==> src/rtl/fdma_arb_pkg.sv <==
// Shared types and constants for the two-requester FDMA write arbiter.
package fdma_arb_pkg;

  localparam int unsigned ADDR_W      = 32;
  localparam int unsigned SIZE_W      = 16;
  localparam int unsigned TIMEOUT_DEF = 1024;

  typedef enum logic [1:0] {
    StIdle = 2'd0,
    StReq  = 2'd1,
    StBusy = 2'd2,
    StDone = 2'd3
  } arb_state_e;

endpackage

==> src/rtl/rr_arb2.sv <==
// Two-input round-robin pick: on a tie the requester not granted last time wins.
module rr_arb2 (
  input  logic [1:0] req,
  input  logic       last,
  output logic [1:0] gnt
);

  always_comb begin
    gnt = 2'b00;
    case (req)
      2'b01:   gnt = 2'b01;
      2'b10:   gnt = 2'b10;
      2'b11:   gnt = last ? 2'b01 : 2'b10;
      default: gnt = 2'b00;
    endcase
  end

endmodule

==> src/rtl/fdma_wr_arb.sv <==
// Arbitrates two burst writers onto one FDMA write port; beat flow is owned by the downstream.
module fdma_wr_arb
  import fdma_arb_pkg::*;
#(
  parameter int unsigned DATA_W  = 128,
  parameter int unsigned TIMEOUT = TIMEOUT_DEF
) (
  input  logic              ui_clk,
  input  logic              fdma_rstn,

  input  logic              m0_wareq,
  input  logic [31:0]       m0_waddr,
  input  logic [15:0]       m0_wsize,
  input  logic [DATA_W-1:0] m0_wdata,
  output logic              m0_wbusy,
  output logic              m0_wvalid,

  input  logic              m1_wareq,
  input  logic [31:0]       m1_waddr,
  input  logic [15:0]       m1_wsize,
  input  logic [DATA_W-1:0] m1_wdata,
  output logic              m1_wbusy,
  output logic              m1_wvalid,

  output logic              fdma_wareq,
  output logic [31:0]       fdma_waddr,
  output logic [15:0]       fdma_wsize,
  output logic [DATA_W-1:0] fdma_wdata,
  input  logic              fdma_wbusy,
  input  logic              fdma_wvalid,

  output logic [1:0]        grant,
  output logic              arb_err
);

  localparam int unsigned     CntW    = $clog2(TIMEOUT) + 1;
  localparam logic [CntW-1:0] CntLast = CntW'(TIMEOUT - 1);

  arb_state_e        state_q, state_d;
  logic [1:0]        grant_q, grant_d;
  logic              last_q, last_d;
  logic [ADDR_W-1:0] waddr_q, waddr_d;
  logic [SIZE_W-1:0] wsize_q, wsize_d;
  logic              err_q, err_d;
  logic [CntW-1:0]   cnt_q, cnt_d;

  logic [1:0]        pick;
  logic [SIZE_W-1:0] pick_size;
  logic [ADDR_W-1:0] pick_addr;

  // Requests are only consumed in idle; elsewhere they simply wait.
  rr_arb2 u_rr_arb2 (
    .req  ({m1_wareq, m0_wareq}),
    .last (last_q),
    .gnt  (pick)
  );

  assign pick_size = pick[1] ? m1_wsize : m0_wsize;
  assign pick_addr = pick[1] ? m1_waddr : m0_waddr;

  always_ff @(posedge ui_clk) begin
    if (!fdma_rstn) begin
      state_q <= StIdle;
      grant_q <= 2'b00;
      last_q  <= 1'b1;
      waddr_q <= '0;
      wsize_q <= '0;
      err_q   <= 1'b0;
      cnt_q   <= '0;
    end else begin
      state_q <= state_d;
      grant_q <= grant_d;
      last_q  <= last_d;
      waddr_q <= waddr_d;
      wsize_q <= wsize_d;
      err_q   <= err_d;
      cnt_q   <= cnt_d;
    end
  end

  always_comb begin
    state_d = state_q;
    grant_d = grant_q;
    last_d  = last_q;
    waddr_d = waddr_q;
    wsize_d = wsize_q;
    err_d   = err_q;
    cnt_d   = cnt_q;
    case (state_q)
      StIdle: begin
        if (|pick) begin
          grant_d = pick;
          waddr_d = pick_addr;
          wsize_d = pick_size;
          if (pick_size == '0) begin
            // Zero-length burst never reaches the FDMA port.
            err_d   = 1'b1;
            state_d = StDone;
          end else begin
            cnt_d   = '0;
            state_d = StReq;
          end
        end
      end
      StReq: begin
        if (fdma_wbusy) begin
          state_d = StBusy;
        end else begin
          if (cnt_q != '1) cnt_d = cnt_q + 1'b1;
          if (cnt_q >= CntLast) begin
            err_d   = 1'b1;
            state_d = StDone;
          end
        end
      end
      StBusy: begin
        if (!fdma_wbusy) state_d = StDone;
      end
      StDone: begin
        last_d  = grant_q[1];
        grant_d = 2'b00;
        state_d = StIdle;
      end
      default: begin
        grant_d = 2'b00;
        state_d = StIdle;
      end
    endcase
  end

  always_comb begin
    fdma_wareq = (state_q == StReq);
    fdma_waddr = waddr_q;
    fdma_wsize = wsize_q;
    fdma_wdata = grant_q[1] ? m1_wdata : m0_wdata;
    m0_wbusy   = grant_q[0];
    m1_wbusy   = grant_q[1];
    m0_wvalid  = fdma_wvalid & (state_q == StBusy) & grant_q[0];
    m1_wvalid  = fdma_wvalid & (state_q == StBusy) & grant_q[1];
    grant      = grant_q;
    arb_err    = err_q;
  end

endmodule

==> config.mk <==
export PLATFORM = sky130hd
export DESIGN_NAME = fdma_wr_arb
export DESIGN_NICKNAME = d
export VERILOG_FILES = /design/src/rtl/fdma_arb_pkg.sv /design/src/rtl/rr_arb2.sv /design/src/rtl/fdma_wr_arb.sv
export SDC_FILE = /design/constraint.sdc
export NUM_CORES = 1
export LEC_CHECK = 0
export BUFFER_PORTS_ARGS = -buffer_cell sky130_fd_sc_hd__buf_2
export CORE_AREA = 5 5 206 208
export CTS_CLUSTER_DIAMETER = 100
export DETAILED_ROUTE_END_ITERATION = 8
export DIE_AREA = 0 0 211 213
export PLACE_DENSITY = 0.4
export SYNTH_ARGS = -nofsm -noshare
export SYNTH_HDL_FRONTEND = slang
export SYNTH_SLANG_ARGS = --single-unit
==> constraint.sdc <==
create_clock -name ui_clk -period 5.2 [get_ports ui_clk]
set_input_delay 0.26 -clock ui_clk [delete_from_list [all_inputs] [get_ports ui_clk]]
set_output_delay 0.26 -clock ui_clk [all_outputs]
set_load 0.005 [all_outputs]
==> flow_summary.yaml <==
status:
  status: "completed"
synth:
  async_flop_share_pct: 0
  yosysMostFrequentCell: "mux2_2"
  synthesis.nets: 851
  synth_seq_cells: 65
  avgSynthCellArea_um2: 9.82
  ys_top_cells_by_area: "mux2_2 (30%), dfxtp_1 (27%), mux2i_1 (11%), o211a_1 (10%), nand2_1 (4.6%)"
  synthFlopType: "dfxtp_1"
  synth.distinct_cells: 39
  synth_top_cell_by_area: "mux2_2"
  syn_inst: 488
  synth_seq_area_share_pct: 27.2
  netlist_area_um2: 4790
  synth_commonest_cells: "mux2_2 (128), dfxtp_1 (65), nand2_1 (59)"
  synth_edf_count: 0
  netlist.area_leader.share_pct: 30.1
  ys_warn_count: 0
clock_tree:
  clk_latency_ns: 0.33
  hold_buffers: 0
  cts_tree: "yes"
  cts_made_buffers: 9
  clockBufferDepth: 2
  post_cts.repair.setup_buffers: 0
  clk_pin_slew_ns: 0.05
  root_buffer: "clkbuf_16"
  htreeDepth: 3
  cts_resized: 0
  cts_sinks: 65
pwr:
  vdd_drop_max_mv: 0.159
  p_per_area_nw_per_um2: 337
  leakage_uw: 0.00440
detailed_routing:
  ant_nets: 0
  vias: 5997
  viasPerCell: 3.87
  routedWlPerCell_um: 19.3
  drt_iter0_markers: 177
  drcViolationCount: 0
  drt-pass1-iter-count: 4
  routed_wl_um: 30000
placement:
  io_buffers: 541
  routabilityCongestion: 0.898
  hpwl_um: 26400
setup_path:
  critPathRequiredTime_ns: 4.94
  worstPathArrival_ns: 2.24
  timing.rr.end: "cnt_q[4]$_SDFFE_PN0P_"
  startpoint_type: "register"
  r2r_setup_slack_ns: 2.92
  crit_type: "register to output pin"
  r2r-start: "state_q[0]$_SDFFE_PN0P_"
  path_max_fanout: 49
  cp-end-kind: "output pin"
  worstRegToRegCells: 7
global_routing:
  grt_util_all_layers_pct: 12.3
  antenna_found_initial: 19
  overflow: 0
  grt_max_degree: 50
  grt_pass1_wl_um: 41000
  grt_pass1_vias: 6230
sta:
  setup-tns-final_ns: 0
  worst-slew-pin-transition_ns: 0.822
  slew_viol_final: 0
  hold_slack_ns: 0.274
  finalCritPeriodShare_pct: 48.0
  max_freq_ghz: 0.401
  rsz0062_at_grt: "false"
  period_needed_ns: 2.50
  skew_ns: 0.00477
  setup_viol: 0
  slew_headroom_pct: 45.2
  final_hold_viol_count: 0
final_layout:
  syn_to_final_growth_pct: 75.9
  nets: 1367
  layout-drive-gt1-share_pct: 69.2
  num-fill-cells: 4566
floorplanning:
  core-area_um2: 40400
  num_rows: 74
  chipWidth_um: 211
  boundaryPins: 542
  die_area_um2: 44900
  start_util_pct: 11.9
  fp.dieH_um: 213
worst_hold_path:
  hold_start: "m0_waddr[24]"
  hold_depth: 4
  min_to: "fdma_waddr[24]$_SDFFE_PN0P_"
  hp-class: "input port to register"
job:
  drv_cap: 0
==> routing by layer <==
metal / GRT usage [%] / up-vias / wire length, um
met2: 21.2 / 311 / 14400
met4: 3.85 / 6 / 561
met3: 3.91 / 43 / 2760
met1: 14.7 / 2759 / 12200
li1: - / 2878 / -
met5: 0 / - / 42
==> sequential cells by signal, summed over array words and instances, names as in the netlist <==
register,count
cnt_q,11
last_q,1
grant,2
arb_err,1
fdma_wsize,16
fdma_waddr,32
state_q,2
==> cell families after synthesis <==
family	Yosys count	synth area share, %
AO/OA/AOI/OAI	85	15.8
buffers and inverters	46	4.10
adder cells (fa/ha/maj)	5	1.31
AND/OR/NAND/NOR	107	10.7
flip-flops	65	27.2
multiplexers	180	40.9
==> critical path: stages (launching register included) <==
cell,delay [ns]
dfxtp_4,0.66
buf_4,0.58
mux2_2,0.46
buf_2,0.14
==> metrics by stage <==
| stage | cell area, um^2 | std cells | setup slack (ns) | util [%] | total power (uW) |
|---|---|---|---|---|---|
| floorplan | 4790 | 488 | 3.18 | - | 1520 |
| global route | 8420 | 1547 | 2.59 | 20.9 | 3060 |
| finish | 8430 | 1550 | 2.70 | 20.9 | 2840 |
| global placement | 8050 | 1525 | 2.99 | 19.9 | 2150 |
| detailed placement | 8050 | 1525 | 2.96 | 19.9 | 2160 |
| CTS | 8410 | 1541 | 2.64 | 20.8 | 2910 |
==> placed cells by master, fill, tap and decap left out, types with 5 or more instances in the layout <==
master | netlist | routed
dfxtp_1 | 65 | 64
o21ai_0 | 5 | 5
buf_2 | 7 | 541
nor2_1 | 8 | 7
nand2_1 | 59 | 59
o31ai_1 | 6 | 6
mux2_2 | 128 | 128
ha_1 | 5 | 5
diode_2 | 0 | 9
nand3_1 | 6 | 6
buf_4 | 2 | 6
nand4_1 | 5 | 5
mux2i_1 | 52 | 52
a21oi_1 | 10 | 10
clkbuf_16 | 0 | 10
o211a_1 | 48 | 48
nor4_1 | 8 | 8
==> power by group <==
part	total (uW)	leakage (uW)	internal (uW)	switching, uW
logic	1340	0.00369	659	683
registers	776	0.000538	665	111
clock network	723	0.000175	496	227
total	2840	0.00440	1820	1020
==> final cells by class <==
cell class	count	area, um^2	area share, %
multi-input cells	377	3310	39.3
repair buffers	547	2750	32.7
flip-flops and latches	65	1310	15.5
well taps	532	666	7.90
clock buffers	11	254	3.01
clock inverters	5	100	1.19
diodes	9	22.5	0.267
inverters	4	15.0	0.178
==> worst max-delay path by stage <==
stage | start | endpoint | slack [ns] | cells after the start
after floorplan | state_q[0]$_SDFFE_PN0P_ | cnt_q[4]$_SDFFE_PN0P_ | 3.18 | 8
after global placement | state_q[0]$_SDFFE_PN0P_ | cnt_q[4]$_SDFFE_PN0P_ | 2.99 | 7
after detailed placement | state_q[0]$_SDFFE_PN0P_ | cnt_q[4]$_SDFFE_PN0P_ | 2.96 | 7
after CTS | grant[1]$_SDFFE_PN0P_ | fdma_wdata[35] | 2.64 | 3
after global routing | grant[1]$_SDFFE_PN0P_ | fdma_wdata[35] | 2.59 | 3
final | grant[1]$_SDFFE_PN0P_ | fdma_wdata[35] | 2.70 | 3
Note: power is estimated with default switching activity, not from simulation.
